### src/rtl/core_pkg.sv
// Shared definitions for the core counter/timer unit: counter width,
// counter CSR select codes and mcountinhibit bit positions.
package core_pkg;

   localparam int CTR_W = 64;

   typedef enum logic [2:0] {
      CSR_SEL_MCYCLE        = 3'd0,
      CSR_SEL_MINSTRET      = 3'd1,
      CSR_SEL_MTIME         = 3'd2,
      CSR_SEL_MTIMECMP      = 3'd3,
      CSR_SEL_MCOUNTINHIBIT = 3'd4
   } csr_sel_e;

   localparam int MCI_CY = 0;
   localparam int MCI_TM = 1;
   localparam int MCI_IR = 2;

endpackage

### src/rtl/core_counter64.sv
// Loadable modulo counter; a load takes priority over an increment in the
// same cycle, so the written value is not also bumped.
module core_counter64 #(
   parameter int W = 64
) (
   input  logic         g_clk,
   input  logic         g_reset,
   input  logic         inc,
   input  logic         load,
   input  logic [W-1:0] wdata,
   output logic [W-1:0] value
);

   // NOTE: sequential state uses non-blocking assignments so every register
   // samples pre-edge values, independent of block evaluation order.
   always_ff @(posedge g_clk or posedge g_reset) begin
      if (g_reset) begin
         value <= '0;
      end else if (load) begin
         value <= wdata;
      end else if (inc) begin
         value <= value + W'(1);
      end
   end

endmodule

### src/rtl/core_counters.sv
// Architectural counter/timer unit: mcycle, mtime, minstret, mtimecmp,
// mcountinhibit and the machine timer interrupt.
module core_counters #(
   parameter int unsigned TIME_DIV = 1,
   parameter int          CTR_W    = core_pkg::CTR_W
) (
   input  logic             g_clk,
   input  logic             g_reset,
   input  logic             instr_ret,
   input  logic             csr_wen,
   input  logic [2:0]       csr_wsel,
   input  logic [CTR_W-1:0] csr_wdata,
   output logic [CTR_W-1:0] ctr_cycle,
   output logic [CTR_W-1:0] ctr_time,
   output logic [CTR_W-1:0] ctr_instret,
   output logic [CTR_W-1:0] ctr_timecmp,
   output logic             inhibit_cy,
   output logic             inhibit_tm,
   output logic             inhibit_ir,
   output logic             int_ti
);

   import core_pkg::*;

   localparam logic [CTR_W-1:0] PRESC_LAST = CTR_W'(TIME_DIV - 1);

   logic [CTR_W-1:0] presc;
   logic [2:0]       inhibit_q;
   logic             time_tick;
   logic             ld_cycle, ld_instret, ld_time, ld_timecmp, ld_inhibit;

   // Decode the write strobe; selects 5..7 fall through and change nothing.
   // NOTE: every always_comb output gets a default first so no path can
   // leave it unassigned and infer a latch.
   always_comb begin
      ld_cycle   = 1'b0;
      ld_instret = 1'b0;
      ld_time    = 1'b0;
      ld_timecmp = 1'b0;
      ld_inhibit = 1'b0;
      if (csr_wen) begin
         case (csr_wsel)
            CSR_SEL_MCYCLE:        ld_cycle   = 1'b1;
            CSR_SEL_MINSTRET:      ld_instret = 1'b1;
            CSR_SEL_MTIME:         ld_time    = 1'b1;
            CSR_SEL_MTIMECMP:      ld_timecmp = 1'b1;
            CSR_SEL_MCOUNTINHIBIT: ld_inhibit = 1'b1;
            default: ;
         endcase
      end
   end

   // mtime advances on the cycle the prescaler wraps; both freeze while inhibited.
   assign time_tick = !inhibit_q[MCI_TM] && (presc == PRESC_LAST);

   always_ff @(posedge g_clk or posedge g_reset) begin
      if (g_reset) begin
         presc <= '0;
      end else if (ld_time) begin
         presc <= '0;
      end else if (!inhibit_q[MCI_TM]) begin
         presc <= time_tick ? '0 : presc + CTR_W'(1);
      end
   end

   // Inhibit bits written this cycle only affect counting from the next cycle.
   always_ff @(posedge g_clk or posedge g_reset) begin
      if (g_reset) begin
         inhibit_q   <= '0;
         ctr_timecmp <= '1;
         int_ti      <= 1'b0;
      end else begin
         if (ld_inhibit) inhibit_q <= csr_wdata[2:0];
         if (ld_timecmp) ctr_timecmp <= csr_wdata;
         int_ti <= (ctr_time >= ctr_timecmp);
      end
   end

   assign inhibit_cy = inhibit_q[MCI_CY];
   assign inhibit_tm = inhibit_q[MCI_TM];
   assign inhibit_ir = inhibit_q[MCI_IR];

   core_counter64 #(.W(CTR_W)) u_mcycle (
      .g_clk   (g_clk),
      .g_reset (g_reset),
      .inc     (!inhibit_q[MCI_CY]),
      .load    (ld_cycle),
      .wdata   (csr_wdata),
      .value   (ctr_cycle)
   );

   core_counter64 #(.W(CTR_W)) u_mtime (
      .g_clk   (g_clk),
      .g_reset (g_reset),
      .inc     (time_tick),
      .load    (ld_time),
      .wdata   (csr_wdata),
      .value   (ctr_time)
   );

   core_counter64 #(.W(CTR_W)) u_minstret (
      .g_clk   (g_clk),
      .g_reset (g_reset),
      .inc     (instr_ret && !inhibit_q[MCI_IR]),
      .load    (ld_instret),
      .wdata   (csr_wdata),
      .value   (ctr_instret)
   );

endmodule

### config.mk
export PLATFORM = sky130hd
export DESIGN_NAME = core_counters
export DESIGN_NICKNAME = d
export VERILOG_FILES = /design/src/rtl/core_pkg.sv /design/src/rtl/core_counter64.sv /design/src/rtl/core_counters.sv
export SDC_FILE = /design/constraint.sdc
export NUM_CORES = 1
export LEC_CHECK = 0
export CAP_MARGIN = 10
export CELL_PAD_IN_SITES_DETAIL_PLACEMENT = 2
export CELL_PAD_IN_SITES_GLOBAL_PLACEMENT = 2
export CORE_ASPECT_RATIO = 0.75
export CORE_MARGIN = 2
export CORE_UTILIZATION = 35
export DETAILED_ROUTE_END_ITERATION = 12
export PLACE_DENSITY_LB_ADDON = 0.1
export SLEW_MARGIN = 10
export SYNTH_ARGS = -nofsm -noshare
export SYNTH_HDL_FRONTEND = slang
export SYNTH_SLANG_ARGS = --single-unit
### constraint.sdc
create_clock -name g_clk -period 19.9 [get_ports g_clk]
set_input_delay 3.98 -clock g_clk [delete_from_list [all_inputs] [get_ports g_clk]]
set_output_delay 3.98 -clock g_clk [all_outputs]
set_load 0.05 [all_outputs]
* After elaboration in Yosys (flattened, before gate mapping)
Cells that the tools add are included.
** Operators by class
- Add/subtract/negate cells :: 4
- $lt $le $gt $ge :: 1
- Equal/unequal tests :: 6
- Mux-type cells :: 19
- Reductions and logical operators :: 8
** Operator list (number)
- 64-bit two-way mux :: 9
- 64-bit by 1-bit adder with 64-bit output (second input constant) :: 4
- 64-bit greater-or-equal comparator :: 1
- 64-bit logical NOT :: 1
- 1-bit two-way mux :: 10
- 3-bit by 2-bit == test with 1-bit output (second input constant) :: 2
- 2-bit by 1-bit != test with 1-bit output (second input constant) :: 2
- 2-bit nonzero test :: 2
- 3-bit by 1-bit == test with 1-bit output (second input constant) :: 1
- 3-bit == test (second input constant) :: 1
- 3-bit logical NOT :: 1
- 1-bit logical AND :: 2
- 1-bit logical NOT :: 2
** Word-level totals
- Register bits after elaboration :: 324

* Longest topological paths before layout
- Depth after elaboration :: 5
- Gate-level depth with buffers :: 10
- Depth with buffers taken out :: 9

* Cells and area by module
Synthesis repeated with hierarchy kept, for this count alone.
** Unflattened totals
- Cell total of the unflattened synthesis :: 2064
- Area, all modules :: 18966.9 µm²
** By module, submodules not included
- core_counters :: instances 1, cells an instance 755, area an instance 7647.3 µm²
- core_counter64 at u_mcycle ... :: instances 2, cells an instance 440, area an instance 3767.4 µm²
- core_counter64 at u_mtime :: instances 1, cells an instance 429, area an instance 3784.9 µm²

* Least setup slack after synthesis
No wires, ideal clock.
- Path kind :: input port to flip-flop
- Start point :: input port csr_wsel[2]
- End point :: register presc[36]
- Library setup time :: 0.132 ns
- Arrival :: 6.097 ns
- Required time :: 19.768 ns
- Path slack :: 13.671 ns
- Stages :: 8
- Path buffers :: 1
- Cell sequence :: nand4bb_1 clkbuf_1 a211oi_1 or4b_2 or3_1 nor4_1 xnor2_1 nor2_1
** On the way
- Cells in the longest elaborated chain, start to end :: 4
- Elaborated cells between the ends (all ways) :: 5
- Those cells by class :: eq/ne (2); mux (3)
** Ends and longest elaborated chain
- start: declaration :: line core_counters.sv:11 : input logic [2:0] csr_wsel,
- 3-bit by 2-bit == test with 1-bit output (*) :: line core_counters.sv:42 : case (csr_wsel)
- 1-bit two-way mux (*) :: line core_counters.sv:42
- 1-bit two-way mux (*) :: line core_counters.sv:41 : if (csr_wen) begin
- 2-bit by 1-bit != test with 1-bit output (no line) or 64-bit two-way mux (tied branches)
- end signal: assignment :: line core_counters.sv:62 : presc <= time_tick ? '0 : presc + CTR_W'(1);
- end: declaration :: line core_counters.sv:27 : logic [CTR_W-1:0] presc;
Mark *: on every way between the ends. The rest lies on a longest branch, timed or not.
A chain may end at the register's enable or synchronous reset.

* Final worst setup path
- Start point :: input port csr_wsel[1]
- End point :: register presc[60]
The elaborated chain is that of the path after synthesis.

==> impl_metrics.tcl <==
set metrics [dict create \
    cts_sinks 324 \
    grt.total_usage_pct 27.4 \
    synth.top_cell.area_share_pct 35.9 \
    vias_in_the_first_global_route 17800 \
    r2r_start "inhibit_q[1]$_DFFE_PP0P_" \
    initial_core_util_pct 35.3 \
    min_path_type "flip-flop to flip-flop" \
    number_of_cell_instances_on_the_worst_register_to_register_path 7 \
    total_power_divided_by_cell_area_mw_per_mm2 124 \
    fin_crit_sh_pct 34.2 \
    cts_post_setup_buffers_inserted 0 \
    leakage_nw 9.13 \
    syn_nets 2123 \
    netlist_instances 1983 \
    worstSkewPairLatency_ns 0.56 \
    synth_enable_flop_cells 0 \
    htreeDepth 2 \
    clockBufferDepth 3 \
    timing.critical_path.from_type "primary input" \
    antenna_found_initial 2 \
    hpwlAfterDp_um 54300 \
    avgViaCountPerCell 5.47 \
    yosysMostFrequentCell "sky130_fd_sc_hd__nand2_1" \
    drt_first_iter_violations 1035 \
    finalWeightedCongestion 0.852 \
    path_max_fanout 17 \
    area.sequential_mm2 0.00819 \
    arrival_time_of_data_at_the_critical_path_endpoint_ns 7.22 \
    critPathCaptureType "flip-flop" \
    cp.required_ns 20.32 \
    ys_seq_elements 324 \
    finalHoldViolCount 0 \
    clock_skew_ns 0.0157 \
    number_of_fillers_in_the_final_layout 5516 \
    reg2reg_to "u_mtime.value[57]$_DFFE_PP0P_" \
    dieWidth_um 267 \
    drt_first_pass_iters 5 \
    postSynth.asyncResetShare_pct 100 \
    synth_top_cells_by_count "sky130_fd_sc_hd__nand2_1 (292), sky130_fd_sc_hd__dfrtp_1 (260), sky130_fd_sc_hd__o21ai_0 (195)" \
    io-pin-count 331 \
    path_clk_slew_ns 0.06 \
    placement_rows 72 \
    hold_buffers 0 \
    drt-wirelength-per-cell_um 24.4 \
    yosysUniqueCellTypes 48 \
    post_route_cells_drive_above_1_share_pct 9.80 \
    totalNegativeSetupSlack_ns 0 \
    synth.yosys.warnings 0 \
    timing.final.crit_period_ns 6.80 \
    timing.fmax_mhz 147 \
    post_synth.cell_area_avg_um2 9.15 \
    synth_largest_area_cell "sky130_fd_sc_hd__dfrtp_1" \
    timing.hold.ws_ns 0.509 \
    ys_top_cells_by_area "sky130_fd_sc_hd__dfrtp_1 (36%), sky130_fd_sc_hd__dfstp_2 (9.3%), sky130_fd_sc_hd__xnor2_1 (6.7%), sky130_fd_sc_hd__nand2_1 (6.0%), sky130_fd_sc_hd__o21ai_0 (5.4%)" \
    postRouteWirelength_um 73000 \
    worst-slew-pin-transition_ns 1.01 \
    rrSetupSlack_ns 16.08 \
    worst_hold_path_startpoint "ctr_timecmp[61]$_DFFE_PP1P_" \
    worst-setup-path-type "primary input to flip-flop" \
    finish.net_count 2436 \
    pin_count_of_the_biggest_net_entering_global_routing 138 \
    detail-route-antenna-nets 0 \
    die_height_um 201 \
    clock-root-buffer "sky130_fd_sc_hd__clkbuf_16" \
    tritoncts_clock_tree "done" \
    timing.hold.worst_path_depth 2 \
    min_delay_worst_endpoint "ctr_timecmp[61]$_DFFE_PP1P_" \
    first_pass_grt_wire_length_um 113000 \
    placeableCoreArea_mm2 0.0513 \
    grt_setup_unrepaired "no" \
    layout-area-overhead-vs-synth_pct 29.3 \
    tritoncts.num_buffers 39 \
    drc 0 \
    overflow 0 \
    yosys_most_used_dff "sky130_fd_sc_hd__dfrtp_1" \
    synth-seq-area-share_pct 45.1 \
    max_cap_viol_count 0 \
    area_used_by_multi_input_combinational_logic_mm2 0.00933 \
    slew_viol_final 0 \
    die_area_mm2 0.0537 \
    port_buffers 330 \
    outcome "completed" \
    ir_drop_uv 59.3 \
    detailroute.via_count 16400 \
    netlist_area_mm2 0.0181 \
    cts.repair.resized 0 \
    relSlewSlack_pct 32.3 \
    setup_violations 0 \
    post-route-util_pct 45.7 \
]
==> how the worst max path moves through the flow <==
stage                start                       end  slack [ns]  depth (start not counted)
5_1_grt        csr_wsel[1]     presc[56]$_DFFE_PP0P_       12.88                          9
3_5_place_dp   csr_wsel[1]     presc[60]$_DFFE_PP0P_       12.57                          9
2_1_floorplan      g_reset  inhibit_q[0]$_DFFE_PP0P_        7.06                          1
3_3_place_gp   csr_wsel[1]     presc[60]$_DFFE_PP0P_       12.77                          9
6_report       csr_wsel[1]     presc[60]$_DFFE_PP0P_       13.10                          9
4_1_cts        csr_wsel[1]     presc[60]$_DFFE_PP0P_       13.14                          9
==> state kept, by name, indices dropped and copies added, names as in the netlist <==
signal            cells
u_mcycle.value       64
u_minstret.value     64
inhibit_q             3
presc                64
int_ti                1
ctr_timecmp          64
u_mtime.value        64
==> cell type report <==
type	count	area share [%]
antenna	2	0.0213
clock buffer	65	5.27
timing repair buffer	348	14.7
clock inverter	6	0.235
inverter	99	1.62
tap	666	3.55
sequential	324	34.9
multi-input combinational	1484	39.8
==> routing by layer <==
layer,up-vias,global-route usage (%),share of wire [%]
met5,-,0,0
met4,0,7.66,2.6
met3,102,4.61,4.6
met2,326,42.5,45
met1,8465,39.4,48
li1,7492,-,-
==> stage by stage <==
| stage | area [µm²] | total power [mW] | setup WS, ns | cells |
|---|---|---|---|---|
| floorplan | 18100 | 1.69 | 7.06 | 1983 |
| global placement | 22200 | 2.13 | 12.77 | 2921 |
| detailed placement | 22200 | 2.18 | 12.57 | 2921 |
| CTS | 23500 | 2.93 | 13.14 | 2992 |
| global route | 23500 | 3.04 | 12.88 | 2993 |
| finish | 23500 | 2.91 | 13.10 | 2994 |
==> worst max-delay path: stages <==
cell and delay [ns]:
sky130_fd_sc_hd__clkdlybuf4s50_1 0.71, sky130_fd_sc_hd__nand4bb_1 0.18, sky130_fd_sc_hd__buf_4 0.24, sky130_fd_sc_hd__a211oi_1 0.43
sky130_fd_sc_hd__or4b_2 0.72, sky130_fd_sc_hd__nor4_1 0.55, sky130_fd_sc_hd__nand3_1 0.18, sky130_fd_sc_hd__xor2_1 0.17
sky130_fd_sc_hd__nor2_1 0.06
==> kinds of logic (layout without fill, tap and decap cells) <==
family                     Yosys count  in the layout  share of synthesized area (%)
and+or+nand+nor                    845            845                           22.9
other                                0              2                              0
DFF                                324            324                           45.1
AOI/OAI and AO/OA                  254            254                           7.43
buffers and inverters              175            518                           3.63
xor gates and xnor gates           247            247                           11.9
adders and majority gates           69             69                           4.76
muxes                               69             69                           4.26
==> layout by cell type (no fill, tap or decap), types with 48 or more instances in the layout <==
cell                              instances
sky130_fd_sc_hd__clkdlybuf4s50_1        330
sky130_fd_sc_hd__dfrtp_1                260
sky130_fd_sc_hd__dfstp_2                 64
sky130_fd_sc_hd__ha_1                    69
sky130_fd_sc_hd__inv_1                   98
sky130_fd_sc_hd__mux2_2                  66
sky130_fd_sc_hd__nand2_1                292
sky130_fd_sc_hd__nand3_1                 95
sky130_fd_sc_hd__nand4_1                 83
sky130_fd_sc_hd__nor2_1                 140
sky130_fd_sc_hd__nor3_1                  54
sky130_fd_sc_hd__nor4_1                  48
sky130_fd_sc_hd__o21ai_0                195
sky130_fd_sc_hd__xnor2_1                138
sky130_fd_sc_hd__xor2_1                 109
==> where the power goes <==
group	switching, mW	internal, mW
sequential	0.197	0.807
combinational	0.774	0.392
clock	0.301	0.435
total	1.27	1.63
No activity file was read; power rests on OpenSTA's default activity.
